--- config.mk ---
export PLATFORM = sky130hd
export DESIGN_NAME = load_store_unit_flat
export DESIGN_NICKNAME = d
export VERILOG_FILES = /design/src/rtl/riscv_pkg.sv /design/src/rtl/load_store_unit_if.sv /design/src/rtl/lsu_align.sv /design/src/rtl/load_store_unit.sv /design/src/flat_wrapper.sv
export SDC_FILE = /design/constraint.sdc
export NUM_CORES = 1
export LEC_CHECK = 0
export ABC_AREA = 0
export BUFFER_PORTS_ARGS = -buffer_cell sky130_fd_sc_hd__buf_2
export CAP_MARGIN = 20
export CORE_MARGIN = 2
export CORE_UTILIZATION = 35
export CTS_CLUSTER_SIZE = 25
export DETAILED_ROUTE_END_ITERATION = 12
export GPL_ROUTABILITY_DRIVEN = 0
export GPL_TIMING_DRIVEN = 0
export SETUP_SLACK_MARGIN = 0.1
export SLEW_MARGIN = 10
export SYNTH_ARGS = -nofsm -noshare
export SYNTH_HDL_FRONTEND = slang
export SYNTH_SLANG_ARGS = --single-unit
--- constraint.sdc ---
create_clock -name clk -period 4.15 [get_ports clk]
set_clock_uncertainty 0.15 [all_clocks]
set_input_delay 1.245 -clock clk [delete_from_list [all_inputs] [get_ports clk]]
set_output_delay 1.245 -clock clk [all_outputs]
set_load 0.1 [all_outputs]
--- src/rtl/riscv_pkg.sv ---
// Shared RISC-V load/store definitions: funct3 width codes, LSU state
// encoding and small legality helpers used by the LSU and its lane aligner.
// Pure declarations; no logic or ports.
package riscv_pkg;

  // funct3 width codes for loads/stores
  localparam logic [2:0] F3_B  = 3'b000;
  localparam logic [2:0] F3_H  = 3'b001;
  localparam logic [2:0] F3_W  = 3'b010;
  localparam logic [2:0] F3_BU = 3'b100;
  localparam logic [2:0] F3_HU = 3'b101;

  typedef enum logic [1:0] {
    LSU_IDLE = 2'd0,
    LSU_REQ  = 2'd1,
    LSU_WAIT = 2'd2
  } lsu_state_t;

  // Halfwords need an even address, words a 4-byte aligned one.
  function automatic logic f3_misaligned(input logic [2:0] f3, input logic [1:0] lo);
    case (f3[1:0])
      2'b01:   return lo[0];
      2'b10:   return lo != 2'b00;
      default: return 1'b0;
    endcase
  endfunction

  function automatic logic load_f3_ok(input logic [2:0] f3);
    return f3 inside {F3_B, F3_H, F3_W, F3_BU, F3_HU};
  endfunction

endpackage

--- src/rtl/load_store_unit_if.sv ---
// Data-memory request/response bus between the LSU (master) and memory (slave).
// Request side: dmem_req/we/addr/be/wdata held until dmem_gnt.
// Response side: dmem_rvalid qualifies dmem_rdata for one cycle.
interface load_store_unit_if;
  logic        dmem_req;
  logic        dmem_we;
  logic [31:0] dmem_addr;
  logic [3:0]  dmem_be;
  logic [31:0] dmem_wdata;
  logic        dmem_gnt;
  logic        dmem_rvalid;
  logic [31:0] dmem_rdata;

  modport master (
    output dmem_req, dmem_we, dmem_addr, dmem_be, dmem_wdata,
    input  dmem_gnt, dmem_rvalid, dmem_rdata
  );

  modport slave (
    input  dmem_req, dmem_we, dmem_addr, dmem_be, dmem_wdata,
    output dmem_gnt, dmem_rvalid, dmem_rdata
  );
endinterface

--- src/rtl/lsu_align.sv ---
// Lane steering for the LSU: store byte enables + replicated store data,
// and load extraction (shift by byte offset, sign/zero extend). Purely combinational.
// Ports: st_* = store side (op being accepted), ld_* = load side (latched op + rdata).
module lsu_align
  import riscv_pkg::*;
(
  input  logic [2:0]  st_funct3,
  input  logic [1:0]  st_addr_lo,
  input  logic [31:0] st_wdata,
  output logic [3:0]  st_be,
  output logic [31:0] st_data,
  input  logic [2:0]  ld_funct3,
  input  logic [1:0]  ld_addr_lo,
  input  logic [31:0] ld_rdata,
  output logic [31:0] ld_data
);

  logic [31:0] shifted;

  // Replicating the data across lanes means memory just uses be to pick bytes.
  always_comb begin
    st_be   = 4'b1111;
    st_data = st_wdata;
    case (st_funct3[1:0])
      2'b00: begin
        st_be   = 4'b0001 << st_addr_lo;
        st_data = {4{st_wdata[7:0]}};
      end
      2'b01: begin
        st_be   = st_addr_lo[1] ? 4'b1100 : 4'b0011;
        st_data = {2{st_wdata[15:0]}};
      end
      default: begin
        st_be   = 4'b1111;
        st_data = st_wdata;
      end
    endcase
  end

  always_comb begin
    shifted = ld_rdata >> {ld_addr_lo, 3'b000};
    case (ld_funct3)
      F3_B:    ld_data = {{24{shifted[7]}}, shifted[7:0]};
      F3_H:    ld_data = {{16{shifted[15]}}, shifted[15:0]};
      F3_BU:   ld_data = {24'd0, shifted[7:0]};
      F3_HU:   ld_data = {16'd0, shifted[15:0]};
      default: ld_data = shifted;
    endcase
  end

endmodule

--- src/rtl/load_store_unit.sv ---
// Load/store unit: accepts one memory op from execute, issues it on dmem, writes back loads.
// Latency: load accept T -> req T+1 -> wb_valid T+3 at best; store accept T -> store_done T+2.
// Backpressure: ex_ready only in IDLE; dmem request held stable until dmem_gnt; TIMEOUT aborts with err.
// Ports: clk/rst_n; ex_* op inputs; dmem (master modport); wb_* load writeback; store_done/err pulses.
module load_store_unit
  import riscv_pkg::*;
#(
  parameter int TIMEOUT = 255
) (
  input  logic                      clk,
  input  logic                      rst_n,
  input  logic                      ex_valid,
  output logic                      ex_ready,
  input  logic                      is_load,
  input  logic                      is_store,
  input  logic [2:0]                funct3,
  input  logic [31:0]               addr,
  input  logic [31:0]               wdata,
  input  logic [4:0]                rd,
  load_store_unit_if.master         dmem,
  output logic                      wb_valid,
  output logic [4:0]                wb_rd,
  output logic [31:0]               wb_data,
  output logic                      store_done,
  output logic                      err
);

  localparam int CW = (TIMEOUT < 2) ? 1 : $clog2(TIMEOUT + 1);
  // Abort on the edge where the counter would reach TIMEOUT.
  localparam logic [CW-1:0] CNT_LAST = CW'(TIMEOUT - 1);

  lsu_state_t  state;
  logic [CW-1:0] cnt;
  logic        op_store;
  logic [2:0]  op_funct3;
  logic [1:0]  op_addr_lo;
  logic [4:0]  op_rd;

  logic [3:0]  st_be;
  logic [31:0] st_data;
  logic [31:0] ld_data;
  logic        op_present;
  logic        illegal;

  assign ex_ready   = (state == LSU_IDLE);
  assign op_present = ex_valid & (is_load | is_store);
  assign illegal    = (is_load & is_store)
                    | (is_load & ~load_f3_ok(funct3))
                    | (is_store & funct3[2])
                    | f3_misaligned(funct3, addr[1:0]);

  lsu_align u_align (
    .st_funct3  (funct3),
    .st_addr_lo (addr[1:0]),
    .st_wdata   (wdata),
    .st_be      (st_be),
    .st_data    (st_data),
    .ld_funct3  (op_funct3),
    .ld_addr_lo (op_addr_lo),
    .ld_rdata   (dmem.dmem_rdata),
    .ld_data    (ld_data)
  );

  always_ff @(posedge clk or negedge rst_n) begin
    if (!rst_n) begin
      state           <= LSU_IDLE;
      cnt             <= '0;
      op_store        <= 1'b0;
      op_funct3       <= 3'd0;
      op_addr_lo      <= 2'd0;
      op_rd           <= 5'd0;
      dmem.dmem_req   <= 1'b0;
      dmem.dmem_we    <= 1'b0;
      dmem.dmem_addr  <= 32'd0;
      dmem.dmem_be    <= 4'd0;
      dmem.dmem_wdata <= 32'd0;
      wb_valid        <= 1'b0;
      wb_rd           <= 5'd0;
      wb_data         <= 32'd0;
      store_done      <= 1'b0;
      err             <= 1'b0;
    end else begin
      // Pulse outputs default low every cycle.
      wb_valid   <= 1'b0;
      store_done <= 1'b0;
      err        <= 1'b0;

      case (state)
        LSU_IDLE: begin
          if (op_present) begin
            if (illegal) begin
              err <= 1'b1;
            end else begin
              op_store        <= is_store;
              op_funct3       <= funct3;
              op_addr_lo      <= addr[1:0];
              op_rd           <= rd;
              cnt             <= '0;
              dmem.dmem_req   <= 1'b1;
              dmem.dmem_we    <= is_store;
              dmem.dmem_addr  <= {addr[31:2], 2'b00};
              dmem.dmem_be    <= st_be;
              dmem.dmem_wdata <= st_data;
              state           <= LSU_REQ;
            end
          end
        end

        LSU_REQ: begin
          if (dmem.dmem_gnt) begin
            dmem.dmem_req <= 1'b0;
            dmem.dmem_we  <= 1'b0;
            cnt           <= '0;
            if (op_store) begin
              store_done <= 1'b1;
              state      <= LSU_IDLE;
            end else begin
              state <= LSU_WAIT;
            end
          end else begin
            cnt <= cnt + 1'b1;
            if (cnt == CNT_LAST) begin
              err           <= 1'b1;
              dmem.dmem_req <= 1'b0;
              dmem.dmem_we  <= 1'b0;
              state         <= LSU_IDLE;
            end
          end
        end

        LSU_WAIT: begin
          // rvalid only counts here, so a response in the grant cycle is dropped.
          if (dmem.dmem_rvalid) begin
            wb_valid <= 1'b1;
            wb_rd    <= op_rd;
            wb_data  <= ld_data;
            state    <= LSU_IDLE;
          end else begin
            cnt <= cnt + 1'b1;
            if (cnt == CNT_LAST) begin
              err   <= 1'b1;
              state <= LSU_IDLE;
            end
          end
        end

        default: state <= LSU_IDLE;
      endcase
    end
  end

endmodule

--- src/flat_wrapper.sv ---
// flat-port wrapper written by rule: the top's interface ports become plain ports
module load_store_unit_flat import riscv_pkg::*;
#(
  parameter int TIMEOUT = 255
)
  (clk, rst_n, ex_valid, ex_ready, is_load, is_store, funct3, addr, wdata, rd, wb_valid, wb_rd, wb_data, store_done, err, dmem_dmem_req, dmem_dmem_we, dmem_dmem_addr, dmem_dmem_be, dmem_dmem_wdata, dmem_dmem_gnt, dmem_dmem_rvalid, dmem_dmem_rdata);
  load_store_unit_if dmem_i ();
  input  logic clk;
  input  logic rst_n;
  input  logic ex_valid;
  output logic ex_ready;
  input  logic is_load;
  input  logic is_store;
  input  logic [2:0] funct3;
  input  logic [31:0] addr;
  input  logic [31:0] wdata;
  input  logic [4:0] rd;
  output logic wb_valid;
  output logic [4:0] wb_rd;
  output logic [31:0] wb_data;
  output logic store_done;
  output logic err;
  output wire logic [$bits(dmem_i.dmem_req)-1:0] dmem_dmem_req;
  output wire logic [$bits(dmem_i.dmem_we)-1:0] dmem_dmem_we;
  output wire logic [$bits(dmem_i.dmem_addr)-1:0] dmem_dmem_addr;
  output wire logic [$bits(dmem_i.dmem_be)-1:0] dmem_dmem_be;
  output wire logic [$bits(dmem_i.dmem_wdata)-1:0] dmem_dmem_wdata;
  input wire logic [$bits(dmem_i.dmem_gnt)-1:0] dmem_dmem_gnt;
  input wire logic [$bits(dmem_i.dmem_rvalid)-1:0] dmem_dmem_rvalid;
  input wire logic [$bits(dmem_i.dmem_rdata)-1:0] dmem_dmem_rdata;
  assign dmem_dmem_req = dmem_i.dmem_req;
  assign dmem_dmem_we = dmem_i.dmem_we;
  assign dmem_dmem_addr = dmem_i.dmem_addr;
  assign dmem_dmem_be = dmem_i.dmem_be;
  assign dmem_dmem_wdata = dmem_i.dmem_wdata;
  assign dmem_i.dmem_gnt = dmem_dmem_gnt;
  assign dmem_i.dmem_rvalid = dmem_dmem_rvalid;
  assign dmem_i.dmem_rdata = dmem_dmem_rdata;
  load_store_unit #(.TIMEOUT(TIMEOUT)) u_core (.clk(clk), .rst_n(rst_n), .ex_valid(ex_valid), .ex_ready(ex_ready), .is_load(is_load), .is_store(is_store), .funct3(funct3), .addr(addr), .wdata(wdata), .rd(rd), .dmem(dmem_i), .wb_valid(wb_valid), .wb_rd(wb_rd), .wb_data(wb_data), .store_done(store_done), .err(err));
endmodule
==> metrics.md <==
| Metric | Value |
|---|---|
| Post-cts sizing count | `0` |
| Crit Path Max Fanout | `7` |
| Reg2Reg Depth | `7` |
| Final Cycle Share | `75.3%` |
| Input/output buffers | `219` |
| Synth top area share | `52.9%` |
| Syn Area/Cell | `10.7 sq um` |
| Num ports | `222` |
| Hold path startpoint | `u_core.op_rd[2]` |
| Flop2flop setup slack | `1.79 ns` |
| Hold Buf Count CTS | `0` |
| Clock insertion delay at the later pin of the skew report | `0.41 ns` |
| TritonCTS clock tree | `done` |
| Fmax | `320 MHz` |
| DR vias/cell | `4.89` |
| Slowest stage cell, crit path | `buf_2` |
| Yosys reg bits | `129` |
| Final WL | `17300 um` |
| Syn-to-layout area delta | `32.4%` |
| Via count | `5112` |
| Gate Count Post-Synth | `569` |
| Synth cell types | `47` |
| Post-route ant nets | `0` |
| Final Hold Viols | `0` |
| Total Routing Usage GR | `19.4%` |
| Crit path kind | `reg2out` |
| Starting Density | `35.5%` |
| Worst slack, placed | `0.718 ns` |
| Die ar. | `18500 sq um` |
| Die Y | `136 um` |
| CTS buffer count | `17` |
| Classification of the worst-slack hold path | `reg2reg` |
| Slew Viols, Final | `0` |
| Worst-margin pin slew | `0.696 ns` |
| Global route overflow | `0` |
| Synth area leaders | `dfrtp_1, mux2_2, nand2_1` |
| Largest net degree at the start of global routing | `73` |
| Clk sinks | `129` |
| Final min period | `3.13 ns` |
| Final net count | `929` |
| DR pass1 iterations | `5` |
| Prevailing post-synth register cell | `dfrtp_1` |
| FF-to-FF End | `u_core.cnt[1]` |
| Sequential share of the synthesized area | `52.9%` |
| Critical Path Sink Type | `output pin` |
| Routed length per instance | `16.6 um` |
| Setup ws final | `1.02 ns` |
| Maximum clock path buffer count | `2` |
| Area of the core | `17200 sq um` |
| Setup bufs post-CTS | `0` |
| CTS root buf | `clkbuf_16` |
| Maxcap violations | `0` |
| FP Rows | `48` |
| Post-synth EDFFs | `0` |
| Fillers | `1673` |
| CP max stage delay | `0.49 ns` |
| Vias in the first global route | `5210` |
| Status | `complete, no violations` |
| Cell taking the most area after synthesis | `dfrtp_1` |
| Netlist Area Pre-Place | `6100 sq um` |
| Post-DP HPWL | `13000 um` |
| Worst Hold Path EP | `u_core.wb_rd[2]` |
| Worst-path clk slew | `0.06 ns` |
| DR iter-0 viols | `229` |
| Crit path cell chain | `inv_1 -> ha_1 -> buf_2` |
| Warnings, synthesis | `0` |
| RSZ-0062 raised after global routing | `no` |
| Initial antenna violation count | `1` |
| CTS H-Tree Depth | `4` |
| Crit path DAT | `1.73 ns` |
| Hold Path Depth | `2` |
| Asr flop ratio synth | `100%` |
| Share of cells above drive strength 1 | `40.9%` |
| Endpoints failing setup | `0` |
| Startpoint Class | `flop` |
| Die X | `136 um` |
| FF-to-FF Start | `u_core.state[0]` |
| First-pass GRT wire length | `27600 um` |
| # DRC | `0` |
| Worst EP required | `2.75 ns` |
| Rel. slew slack | `53.6%` |
[stage by stage]
stage          cells  cell area [sq um]  hold slack [ns]  setup TNS [ns]  util, %
6_report        1046               8080            0.316               0     47.0
5_1_grt         1045               8080            0.327               0     47.0
4_1_cts         1045               8080            0.317               0     47.0
3_5_place_dp    1015               7510            0.300               0     43.8
3_3_place_gp    1014               7480            0.298          -24.43     43.6
2_1_floorplan    570               6100            0.283               0        -
[worst max path at each step]
stage / startpoint / endpoint / slack, ns
after floorplan: funct3[0] / u_core.dmem.dmem_addr[26] / 1.12
after global placement: rst_n / u_core.dmem.dmem_addr[30] / -0.20
after detailed placement: funct3[0] / u_core.dmem.dmem_addr[28] / 0.72
after CTS: u_core.state[1] / ex_ready / 1.0
after global routing: u_core.state[1] / ex_ready / 0.95
final: u_core.state[1] / ex_ready / 1.02
[critical path: cells and delay by family (launching register included)]
family	cells	cell delay [ns]
buf+inv	2	0.60
fa+ha+maj	1	0.31
flops	1	0.39
[per-layer routing]
metal / share of wire (%) / track usage [%]
met1: 43 / 24.8
met2: 46 / 30.3
met3: 9.7 / 7.57
met4: 1.5 / 6.31
met5: 0.075 / 0
[Yosys cell counts, types with 11 or more instances]
master	number
clkbuf_1	12
mux2i_1	25
nor2_1	37
nand2_1	88
inv_1	16
o21ai_0	47
mux2_2	50
a21oi_1	25
a22oi_1	11
buf_2	14
dfrtp_1	129
[layout by cell type (no fill, tap or decap), types with 2 or more instances in the layout]
| cell | instances |
|---|---|
| a211oi_1 | 2 |
| a21oi_1 | 25 |
| a21oi_2 | 8 |
| a22o_1 | 8 |
| a22oi_1 | 11 |
| a31oi_1 | 3 |
| and2_1 | 2 |
| and3_1 | 2 |
| and4_1 | 2 |
| buf_1 | 4 |
| buf_2 | 232 |
| buf_4 | 3 |
| buf_6 | 6 |
| bufinv_16 | 2 |
| clkbuf_1 | 14 |
| clkbuf_16 | 17 |
| clkinv_2 | 3 |
| clkinvlp_4 | 4 |
| conb_1 | 2 |
| dfrtp_1 | 129 |
| ha_1 | 9 |
| inv_1 | 16 |
| mux2_1 | 3 |
| mux2_2 | 50 |
| mux2i_1 | 25 |
| nand2_1 | 88 |
| nand2b_1 | 5 |
| nand3_1 | 2 |
| nand4_1 | 2 |
| nor2_1 | 37 |
| nor2b_1 | 2 |
| nor3_1 | 2 |
| o211ai_1 | 9 |
| o21a_1 | 9 |
| o21ai_0 | 47 |
| o22a_1 | 9 |
| o22ai_1 | 7 |
| o2bb2ai_1 | 3 |
[cell families (layout without fill, tap and decap cells)]
family	after synthesis	count (layout)	synth area share, %
buffers and inverters	55	305	4.74
adders and majority gates	9	9	1.85
other	1	3	0.0615
muxes	79	79	14.3
AOI/OAI and AO/OA	148	148	16.0
and+or+nand+nor	148	148	10.2
DFF	129	129	52.9
[state kept, by name, summed over array words and instances, names as in the netlist, 2 cells and up]
signal,flops
u_core.state,2
u_core.dmem.dmem_wdata,32
u_core.cnt,8
u_core.op_funct3,3
u_core.dmem.dmem_be,4
u_core.op_addr_lo,2
u_core.dmem.dmem_addr,30
u_core.wb_rd,5
u_core.op_rd,5
u_core.wb_data,32
[area by class of cell]
cell class	count	area (sq um)	share of cell area [%]
clock buffer	20	447	5.53
inverter	16	60.1	0.743
sequential	129	3230	40.0
multi-input combinational	386	2590	32.0
buffer	39	229	2.83
antenna	1	2.50	0.0310
tap	225	282	3.49
timing repair buffer	220	1130	14.0
clock inverter	10	114	1.41
Power is left out: the tool's default activity adds up to more than one toggle a clock period on the data nets, which glitch-free logic cannot reach.
